File: config.mk
export PLATFORM = sky130hd
export DESIGN_NAME = ef_apb_requester
export DESIGN_NICKNAME = d
export VERILOG_FILES = /design/src/rtl/ef_apb_requester.sv
export SDC_FILE = /design/constraint.sdc
export NUM_CORES = 1
export LEC_CHECK = 0
export ABC_AREA = 1
export BUFFER_PORTS_ARGS = -buffer_cell sky130_fd_sc_hd__buf_4
export CAP_MARGIN = 40
export CORE_MARGIN = 4
export CORE_UTILIZATION = 35
export CTS_CLUSTER_DIAMETER = 40
export CTS_CLUSTER_SIZE = 20
export DETAILED_ROUTE_END_ITERATION = 7
export GPL_TIMING_DRIVEN = 0
export HOLD_SLACK_MARGIN = 0.15
export REMOVE_ABC_BUFFERS = 1
export SYNTH_ARGS = -nofsm -noshare
export SYNTH_HDL_FRONTEND = slang
export SYNTH_SLANG_ARGS = --single-unit
File: constraint.sdc
create_clock -name PCLK -period 1.6 [get_ports PCLK]
set_clock_uncertainty 0.2 [all_clocks]
set_input_delay 0.24 -clock PCLK [delete_from_list [all_inputs] [get_ports PCLK]]
set_output_delay 0.24 -clock PCLK [all_outputs]
set_load 0.01 [all_outputs]
File: src/rtl/ef_apb_requester.sv
// APB3 requester: accepts one register command at a time and returns read data/status on a valid/ready port.
// Define EF_APB_REQ_TIMEOUT_EN to abort transfers whose PREADY stays low for TIMEOUT_CYCLES ACCESS cycles.
module ef_apb_requester #(
    parameter int AW             = 32,
    parameter int DW             = 32,
    parameter int TIMEOUT_CYCLES = 256
) (
    input  logic          PCLK,
    input  logic          PRESETn,
    input  logic          cmd_valid,
    output logic          cmd_ready,
    input  logic          cmd_write,
    input  logic [AW-1:0] cmd_addr,
    input  logic [DW-1:0] cmd_wdata,
    output logic          rsp_valid,
    input  logic          rsp_ready,
    output logic [DW-1:0] rsp_rdata,
    output logic          rsp_err,
`ifdef EF_APB_REQ_TIMEOUT_EN
    output logic          timeout_flag,
`endif
    output logic [AW-1:0] PADDR,
    output logic          PWRITE,
    output logic          PSEL,
    output logic          PENABLE,
    output logic [DW-1:0] PWDATA,
    input  logic [DW-1:0] PRDATA,
    input  logic          PREADY
);

    localparam logic [1:0] ST_IDLE   = 2'd0;
    localparam logic [1:0] ST_SETUP  = 2'd1;
    localparam logic [1:0] ST_ACCESS = 2'd2;
    localparam logic [1:0] ST_RESP   = 2'd3;

    logic [1:0]    state_q, state_d;
    logic          cmd_ready_q;
    logic          psel_q;
    logic          penable_q;
    logic          rsp_valid_q;
    logic [AW-1:0] paddr_q;
    logic [DW-1:0] pwdata_q;
    logic          pwrite_q;
    logic [DW-1:0] rdata_q;
    logic          accept;
    logic          complete;
    logic          abort;

    // cmd_ready_q is only ever high while idle, so it alone qualifies acceptance.
    assign accept   = cmd_valid && cmd_ready_q;
    assign complete = (state_q == ST_ACCESS) && PREADY;

`ifdef EF_APB_REQ_TIMEOUT_EN
    localparam int            CW        = $clog2(TIMEOUT_CYCLES + 1);
    localparam logic [CW-1:0] LAST_WAIT = CW'(TIMEOUT_CYCLES - 1);

    logic [CW-1:0] wait_cnt_q, wait_cnt_d;
    logic          err_q;
    logic          flag_q;

    // The limit is hit on the PREADY-low cycle that brings the count to TIMEOUT_CYCLES; PREADY high wins.
    assign abort = (state_q == ST_ACCESS) && !PREADY && (wait_cnt_q == LAST_WAIT);

    always_comb begin
        wait_cnt_d = wait_cnt_q;
        if (state_q == ST_SETUP) begin
            wait_cnt_d = '0;
        end else if ((state_q == ST_ACCESS) && !PREADY) begin
            wait_cnt_d = wait_cnt_q + CW'(1);
        end
    end

    always_ff @(posedge PCLK or negedge PRESETn) begin
        if (!PRESETn) begin
            wait_cnt_q <= '0;
            err_q      <= 1'b0;
            flag_q     <= 1'b0;
        end else begin
            wait_cnt_q <= wait_cnt_d;
            flag_q     <= abort;
            if (complete) begin
                err_q <= 1'b0;
            end else if (abort) begin
                err_q <= 1'b1;
            end
        end
    end

    assign rsp_err      = err_q;
    assign timeout_flag = flag_q;
`else
    assign abort   = 1'b0;
    assign rsp_err = 1'b0;
`endif

    always_comb begin
        state_d = state_q;
        case (state_q)
            ST_IDLE:   if (accept) state_d = ST_SETUP;
            ST_SETUP:  state_d = ST_ACCESS;
            ST_ACCESS: if (complete || abort) state_d = ST_RESP;
            ST_RESP:   if (rsp_ready) state_d = ST_IDLE;
            default:   state_d = ST_IDLE;
        endcase
    end

    // Bus and handshake outputs are registered copies of the next state so they never glitch.
    always_ff @(posedge PCLK or negedge PRESETn) begin
        if (!PRESETn) begin
            state_q     <= ST_IDLE;
            cmd_ready_q <= 1'b0;
            psel_q      <= 1'b0;
            penable_q   <= 1'b0;
            rsp_valid_q <= 1'b0;
            paddr_q     <= '0;
            pwdata_q    <= '0;
            pwrite_q    <= 1'b0;
            rdata_q     <= '0;
        end else begin
            state_q     <= state_d;
            cmd_ready_q <= (state_d == ST_IDLE);
            psel_q      <= (state_d == ST_SETUP) || (state_d == ST_ACCESS);
            penable_q   <= (state_d == ST_ACCESS);
            rsp_valid_q <= (state_d == ST_RESP);
            if (accept) begin
                paddr_q  <= cmd_addr;
                pwdata_q <= cmd_wdata;
                pwrite_q <= cmd_write;
            end
            if (complete) begin
                rdata_q <= pwrite_q ? '0 : PRDATA;
            end else if (abort) begin
                rdata_q <= '0;
            end
        end
    end

    assign cmd_ready = cmd_ready_q;
    assign rsp_valid = rsp_valid_q;
    assign rsp_rdata = rdata_q;
    assign PSEL      = psel_q;
    assign PENABLE   = penable_q;
    assign PADDR     = paddr_q;
    assign PWDATA    = pwdata_q;
    assign PWRITE    = pwrite_q;

endmodule

==> metrics, run 1 <==
row count 39; WHS Endpoint PWDATA[16]; Worst-Skew Late Latency around 0.34 ns; largest net degree at the start of global routing 55; final WL between 10 and 15 mm; Power Density around 1600 nW/um2; initial antenna violation count 0; RD Place Congestion ~0.75; Area Overhead vs Synth 75.44%; hpwl dp ~8.4 mm; most frequent cells in the layout nand2_1 (295), buf_4 (212), dlygate4sd3_1 (101); depth of the CTS H-tree 3; DRC viols 0; Syn Inst Count just over 500; sequential fraction of design power 0.373; Worst-path clk slew around 0.07 ns; CTS tree yes; starting density of the core 0.3625; Clock Tree Buf Depth 2; commonest non-fill, non-tap cell in the layout nand2_1; Hold Vio Cnt, Final 0; DR WL/cell between 10 and 15 um; crit path DAT approximately 1.1 ns; share of layout cells above drive strength 1 0.2991; Tot Pwr ~12 mW; crit share post-route 0.9707; first-pass GRT wire length roughly 23 mm; r2r endpoint PADDR[1]; root buffer cell clkbuf_16; Internal 7.742 mW; switching power roughly 4.3 mW; nets between 900 and 1,000; fmax 0.6439 GHz; RSZ-0062 raised after global routing no; syn_area_per_cell about 8.3 um2; placed instance count 830; number of DRC markers in iteration 0 176; Max Transition Viols Final 0; clock share of power 0.187; CP endpoint kind output port; Max Cap Violations 0; All-Layer GR Usage 0.2094; antenna cells 0; synthesized flop and latch total 103; core area approximately 12,000 um2; Die Span X ~120 um; input/output buffers between 200 and 250; Sw Share 0.3578; crit path max fanout 27; endpoints failing setup 0; Seq/Total Area, Yosys 0.6147; total grt overflow 0; die area between 10,000 and 15,000 um2; Post-Syn Area approximately 4200 um2; LEAKAGE a little over 4 nW; worst-margin pin slew 0.6607 ns; # clock sinks a little over 100; vias in the first global route approximately 4,400; Worst Hold Depth 5; Ports roughly 200; cells on worst reg2reg path 4; Vias/cell between 4 and 5; synth warn 0; drt pass-1 iters 5; Antenna Nets Post-Route 0; min-delay worst type in2reg; RR Startpoint cmd_ready; Final Critical Period about 1.6 ns; status finished, final reports clean; die span in y approximately 120 um; Num CTS Buffers 9; R2R setup slack 0.08 ns; Gate power share 0.439; Startpoint Class flip-flop; Finished Layout Cells approximately 960; worst vdd ir 0.7555 mV; Relative slew margins 0.5595; Vias roughly 4,300; start point of the worst hold path cmd_valid; crit path kind reg2out; setup TNS 0 ns; Unique masters post-synth 15; data required time of the critical path 1.16 ns
==> power groups by stage <==
| stage | logic, mW | clock network, mW | registers (mW) |
|---|---|---|---|
| 6_report | 5.29 | 2.26 | 4.50 |
| 5_1_grt | 5.82 | 2.45 | 4.65 |
| 4_1_cts | 5.10 | 2.35 | 4.50 |
| 3_5_place_dp | 4.73 | 0 | 4.48 |
| 3_3_place_gp | 4.52 | 0 | 4.51 |
| 2_1_floorplan | 1.44 | 0 | 5.02 |
==> sequential cells by signal, indices dropped and copies added, names as in the netlist <==
signal     cells
PADDR         32
PENABLE        1
rsp_rdata     32
PWDATA        32
PSEL           1
PWRITE         1
state_q        2
cmd_ready      1
rsp_valid      1
==> worst max path at each step <==
| stage | from | end | cells after the start |
|---|---|---|---|
| 5_1_grt | state_q[1] | rsp_valid | 4 |
| 3_5_place_dp | cmd_ready | rsp_valid | 6 |
| 2_1_floorplan | cmd_ready | rsp_valid | 5 |
| 3_3_place_gp | cmd_ready | rsp_valid | 5 |
| 4_1_cts | cmd_ready | rsp_valid | 6 |
| 6_report | PWRITE | PWRITE | 2 |
==> cell usage after synthesis <==
| cell | n | area share |
|---|---|---|
| buf_2 | 12 | 0.014 |
| buf_4 | 5 | 0.0090 |
| buf_6 | 3 | 0.0081 |
| clkbuf_1 | 5 | 0.0045 |
| conb_1 | 1 | 0.00089 |
| dfrtp_1 | 103 | 0.61 |
| ha_1 | 3 | 0.0090 |
| inv_1 | 37 | 0.033 |
| nand2_1 | 296 | 0.26 |
| nand2_2 | 1 | 0.0015 |
| nand3_1 | 2 | 0.0024 |
| nand3_2 | 1 | 0.0024 |
| nor2_1 | 35 | 0.031 |
| nor2_4 | 1 | 0.0027 |
| o21ai_0 | 1 | 0.0012 |
==> worst max-delay path: stages, from the launching register on <==
cell and delay (ns):
dfrtp_2 0.44, buf_16 0.17, buf_4 0.15
==> metrics by stage <==
stage,setup slack (ns),utilization,hold slack (ns),instance area [um2]
after floorplan,-1.698,-,-0.2556,4043
after global placement,-3.262,0.4962,0.2353,5738
after detailed placement,-0.7478,0.5046,0.1144,5836
after CTS,-0.08132,0.6254,0.1565,7233
after global routing,0.001578,0.6360,0.1798,7356
final,0.04690,0.6360,0.1576,7356
==> repair_timing <==
| item | 4_1_cts | 5_1_grt |
|---|---|---|
| endpoints found under the hold margin | 148 | 1 |
| pin swaps | 2 | 3 |
| gates cloned | 3 | 0 |
| hold buffers | 100 | 1 |
| gates resized for setup | 9 | 4 |
| endpoints found under the setup margin | 103 | 33 |
| setup buffers | 3 | 9 |
==> cells by family (layout without fill, tap and decap cells) <==
logic type                 count (synthesis)  after routing  synth area share
DFF                                      103            103            0.6147
adders and majority gates                  3              3          0.008954
buffers and inverters                     62            372           0.06894
and+or+nand+nor                          336            339            0.3053
AOI/OAI and AO/OA                          1              1          0.001193
other                                      1              1         0.0008944
==> cell type report <==
type / count / area, um2
clock buffer: 13 / 270.3
clock inverter: 3 / 40.04
fill: 911 / 4209
inverter: 37 / 150.1
multi-input combinational: 344 / 1390
sequential: 103 / 2581
tap: 143 / 178.9
timing repair buffer: 319 / 2745
==> layer usage <==
metal  global-route usage  wire length [um]  up-vias
met4              0.08132               310        0
li1                     -                 -     2092
met5                    0                 0        -
met3              0.07496              1344       25
met1               0.2635              6062     1946
met2               0.3313              6541      209
Power figures use the tool's default switching activity.
==> run 2, diff against run 1 <==
--- a/config.mk
+++ b/config.mk
@@ -13,7 +13,6 @@
 export CTS_CLUSTER_DIAMETER = 40
 export CTS_CLUSTER_SIZE = 20
 export DETAILED_ROUTE_END_ITERATION = 7
-export GPL_TIMING_DRIVEN = 0
 export HOLD_SLACK_MARGIN = 0.15
 export REMOVE_ABC_BUFFERS = 1
 export SYNTH_ARGS = -nofsm -noshare
==> run 2 against run 1 <==
Effect of this change:
- sequential cell count did not move
- global-route usage fell by 1.8 points
- non-clock buffer count fell by 7
- design area fell by 1.6%
- die area did not move
==> metrics, run 2 (same netlist as run 1, synthesis figures left out) <==
status finished, final reports clean; setup TNS 0 ns (unchanged); Multi-input gate area 1334 um2 (-4.1%); Vias 4,181 (-2.1%); commonest non-fill, non-tap cell in the layout nand2_1; most frequent cells in the layout nand2_1 (295), buf_4 (204), dfrtp_1 (103); endpoints failing setup 0 (unchanged); Clock Tree Buf Depth 2 (unchanged); Worst-path clk slew 0.07 ns (about the same); input/output buffers 202 (unchanged); nets 909 (-1.1%); total grt overflow 0 (unchanged); Finished Layout Cells 952 (-1.0%); number of DRC markers in iteration 0 187 (+6.3%); Ports 204 (unchanged); DRC viols 0 (unchanged); Final Critical Period 1.518 ns (-0.03525 ns); worst path cell trace buf_12 > buf_4; cells on worst reg2reg path 5 (+1); Worst Hold Slack 0.1502 ns (-0.007387 ns); LEAKAGE 4.082 nW (-1.0%); All-Layer GR Usage 0.1917 (-0.01765); Area Overhead vs Synth 72.55%; share of layout cells above drive strength 1 0.2855 (-0.01361); Die Span X 117.5 um (unchanged); initial antenna violation count 0 (unchanged); Max Cap Violations 0 (unchanged); Max Transition Viols Final 0 (unchanged); r2r endpoint rsp_rdata[17]; Tot Pwr 11.82 mW (-1.9%); post-route cell area 7234 um2 (-1.6%); placed instance count 834 (+0.48%); DR WL/cell 13.65 um (-7.9%); final core occ 0.6256 (-0.01049); Reg area 2577 um2 (-0.15%); min-delay worst type in2async; vias in the first global route 4,236 (-3.5%); RSZ-0062 raised after global routing no; slowest stage delay, CP 0.40 ns (-0.04 ns); Num CTS Buffers 9 (unchanged); Vias/cell 4.392 (-1.1%); Worst-Skew Late Latency 0.34 ns (about the same); crit path kind reg2out; RD Place Congestion 0.8356 (+11%); # clock sinks 103 (unchanged); hpwl dp 8.437 mm (+0.47%); data required time of the critical path 1.16 ns (about the same); final WL 12.99 mm (-8.9%); CP endpoint kind output port; crit path DAT 1.08 ns (-0.03 ns); first-pass GRT wire length 21.69 mm (-6.6%); Power Density 1634 nW/um2 (-0.29%); largest net degree at the start of global routing 64 (+16%); drt pass-1 iters 5 (unchanged); fmax 0.6588 GHz (+2.3%); slowest CP cell dfrtp_1; R2R setup slack 0.15 ns (+0.07 ns); die area 13,790 um2 (unchanged); row count 39 (unchanged); root buffer cell clkbuf_16; starting density of the core 0.3625 (unchanged); CTS tree yes; Antenna Nets Post-Route 0 (unchanged); worst vdd ir 0.7370 mV (-2.4%); core area 11,560 um2 (unchanged); FILL cells 938 (+3.0%); die span in y 117.5 um (unchanged); Post-DP Area 5876 um2 (+0.69%); Hold Vio Cnt, Final 0 (unchanged); antenna cells 0 (unchanged); pre-CTS setup slack 0.1895 ns (+0.9373 ns); RR Startpoint state_q[0]; crit share post-route 0.9487 (-0.02203); worst setup margin 0.08216 ns (+0.03525 ns); depth of the CTS H-tree 3 (unchanged); Startpoint Class flip-flop; crit path max fanout 34 (+26%)
[run 2: layer usage]
layer,share of wire,up-vias,track usage,wire (um)
li1,-,2065,-,-
met1,0.43,1911,0.2551,5630
met2,0.45,187,0.2934,5848
met3,0.098,18,0.06728,1267
met4,0.019,0,0.06447,247
met5,0,-,0,0
[run 2: layout make-up]
type                       count  share of cell area
clock buffer                  11             0.03494
clock inverter                 5             0.01107
inverter                      37             0.01920
multi-input combinational    341              0.1844
sequential                   103              0.3563
tap                          143             0.02473
timing repair buffer         312              0.3694
[run 2: how the worst max path moves through the flow]
stage	from	to	slack [ns]	depth (start not counted)
detailed placement	state_q[0]	rsp_rdata[23]	0.19	5
CTS	cmd_valid	rsp_valid	0.04	7
global route	rsp_ready	rsp_valid	0.02	6
floorplan	cmd_ready	rsp_valid	-1.70	5
finish	PWRITE	PWRITE	0.08	2
global placement	state_q[0]	PSEL	0.24	5
[run 2: what timing repair did]
| item | CTS | global route |
|---|---|---|
| hold buffers | 102 | 0 |
| endpoints found under the hold margin | 201 | 0 |
| setup buffers | 0 | 0 |
| gates resized for setup | 0 | 1 |
| endpoints found under the setup margin | 0 | 1 |
[run 2: report_power, final]
group	total (mW)	internal (mW)	leakage (nW)	switching, mW
clock network	2.40	1.45	0.158	0.944
registers	4.46	3.77	1.29	0.687
logic	4.97	2.45	2.63	2.52
total	11.8	7.67	4.08	4.15
[run 2: worst max-delay path, delay by kind of cell (launching register included)]
kind     cells  cell delay, ns
buf+inv      2            0.33
flops        1            0.40
==> run 3, diff against run 2 <==
--- a/config.mk
+++ b/config.mk
@@ -14,6 +14,7 @@
 export CTS_CLUSTER_SIZE = 20
 export DETAILED_ROUTE_END_ITERATION = 7
 export HOLD_SLACK_MARGIN = 0.15
+export MAX_ROUTING_LAYER = met4
 export REMOVE_ABC_BUFFERS = 1
 export SYNTH_ARGS = -nofsm -noshare
 export SYNTH_HDL_FRONTEND = slang
==> constraint.sdc (replaced) <==
create_clock -name PCLK -period 1.6 [get_ports PCLK]
set_clock_uncertainty 0.2 [all_clocks]
set_input_delay 0.32 -clock PCLK [delete_from_list [all_inputs] [get_ports PCLK]]
set_output_delay 0.32 -clock PCLK [all_outputs]
set_load 0.01 [all_outputs]
==> run 3 against run 2 <==
Effect of this change:
- sequential power increased by 1%
- critical path type is now in2reg
- worst hold slack gained 0.0082 ns
- count of clock-buffer cells in the layout is the same
- non-clock buffer count rose by 6
- global-route usage is 0.90 points higher
==> metrics, run 3 (same netlist as run 1, synthesis figures left out) <==
status finished, final reports clean; FILL cells 913 (-2.7%); Worst-path clk slew 0.07 ns (about the same); depth of the CTS H-tree 3 (unchanged); die area 13,790 um2 (unchanged); All-Layer GR Usage 0.2007 (+0.009012); row count 39 (unchanged); Worst Hold Slack 0.1585 ns (+0.008245 ns); commonest non-fill, non-tap cell in the layout nand2_1; final WL 13.39 mm (+3.1%); root buffer cell clkbuf_16; first-pass GRT wire length 22.16 mm (+2.1%); Startpoint Class primary input; antenna cells 0 (unchanged); CP most frequent cell nor2_1; starting density of the core 0.3625 (unchanged); Clock Tree Buf Depth 2 (unchanged); Post-CTS Setup Bufs 0 (unchanged); Max Cap Violations 0 (unchanged); Power Density 1615 nW/um2 (-1.2%); share of layout cells above drive strength 1 0.2957 (+0.01017); nets 915 (+0.66%); slowest stage delay, CP 0.55 ns (+0.15 ns); Vias/cell 4.397 (+0.11%); Worst Hold Depth 3; crit path max fanout 6 (-82%); R2R setup slack 0.11 ns (-0.04 ns); core area 11,560 um2 (unchanged); critical path's top delay family buffers and inverters; initial antenna violation count 0 (unchanged); hpwl dp 8.791 mm (+4.2%); start point of the worst hold path PREADY; r2r endpoint PSEL; placed instance count 841 (+0.84%); Multi-input gate area 1348 um2 (+1.0%); crit path kind in2reg; # clock sinks 103 (unchanged); Ports 204 (unchanged); Final Critical Period 1.551 ns (+0.03289 ns); cells on worst reg2reg path 5 (unchanged); vias in the first global route 4,413 (+4.2%); worst path cell trace dlygate4sd3_1 > buf_4 > nand2_8 > nor2_1 > nor2_1 > ha_1; RSZ-0062 raised after global routing no; drt pass-1 iters 4 (-1); pre-CTS setup slack 0.1950 ns (+0.005577 ns); Worst-Skew Late Latency 0.34 ns (about the same); WHS Endpoint state_q[0]; most frequent cells in the layout nand2_1 (295), buf_4 (212), dfrtp_1 (102); input/output buffers 202 (unchanged); crit path DAT 1.57 ns (+0.49 ns); slowest CP cell dlygate4sd3_1; crit share post-route 0.9692 (+0.02055); DRC viols 0 (unchanged); Antenna Nets Post-Route 0 (unchanged); data required time of the critical path 1.62 ns (+0.46 ns); Max Transition Viols Final 0 (unchanged); RD Place Congestion 0.8446 (+1.1%); largest net degree at the start of global routing 64 (unchanged); worst vdd ir 0.7590 mV (+3.0%); Vias 4,212 (+0.74%); number of DRC markers in iteration 0 288 (+54%); worst setup margin 0.04927 ns (-0.03289 ns); CP endpoint kind flip-flop; fmax 0.6449 GHz (-2.1%); Finished Layout Cells 958 (+0.63%); min-delay worst type in2reg; Num CTS Buffers 9 (unchanged); die span in y 117.5 um (unchanged); Die Span X 117.5 um (unchanged); Bufs and invs on worst path 2 (unchanged); LEAKAGE 4.102 nW (+0.50%); total grt overflow 0 (unchanged); RR Startpoint state_q[0]; DR WL/cell 13.98 um (+2.4%); Hold Vio Cnt, Final 0 (unchanged); Area Overhead vs Synth 73.20%; CTS tree yes; Reg area 2579 um2 (about the same); endpoints failing setup 0 (unchanged)
-- run 3: what timing repair did --
action,in CTS,in global routing
endpoints found under the hold margin,201,0
hold buffers,100,0
setup endpoints to repair,1,23
pin swaps,0,2
resized for setup,1,5
cloned,0,1
-- run 3: area by class of cell --
cell class / instances / area share
flip-flops and latches: 103 / 0.3551
well taps: 143 / 0.02464
repair buffers: 318 / 0.3742
clock buffers: 11 / 0.03343
multi-input cells: 341 / 0.1856
inverters: 37 / 0.01912
clock inverters: 5 / 0.007926
-- run 3: per-stage QoR --
stage	setup TNS, ns	power [mW]	cell area, um2	utilization
after floorplan	-99.10	6.456	4043	-
after global placement	0	9.233	5916	0.5115
after detailed placement	0	9.334	5916	0.5115
after CTS	0	11.79	7218	0.6241
after global routing	0	12.60	7262	0.6279
final	0	11.73	7262	0.6279
-- run 3: report_power, final --
group	leakage, nW	switching (mW)	internal, mW
sequential	1.29	0.745	3.77
combinational	2.66	2.52	2.51
clock	0.149	0.922	1.26
total	4.10	4.19	7.54
-- run 3: worst max-delay path by stage --
stage	startpoint	endpoint	depth (start not counted)
finish	cmd_valid	PSEL	6
CTS	cmd_valid	PSEL	6
global placement	state_q[0]	PSEL	5
floorplan	cmd_ready	rsp_valid	5
global route	PWRITE	PWRITE	1
detailed placement	state_q[0]	PSEL	5
-- run 3: routing by layer --
layer	global-route usage	wire, um	up-vias
li1	-	-	2085
met1	0.2599	6041	1914
met2	0.3096	6026	199
met3	0.05286	1165	14
met4	0.06593	161	0
met5	-	0	-
-- run 3: worst reg2reg max path, cell delays in order (launching register included) --
cell and delay [ns]:
dfrtp_1 0.48, inv_1 0.11, nand3_2 0.11, nand2_1 0.06
nor2_1 0.16, ha_1 0.25
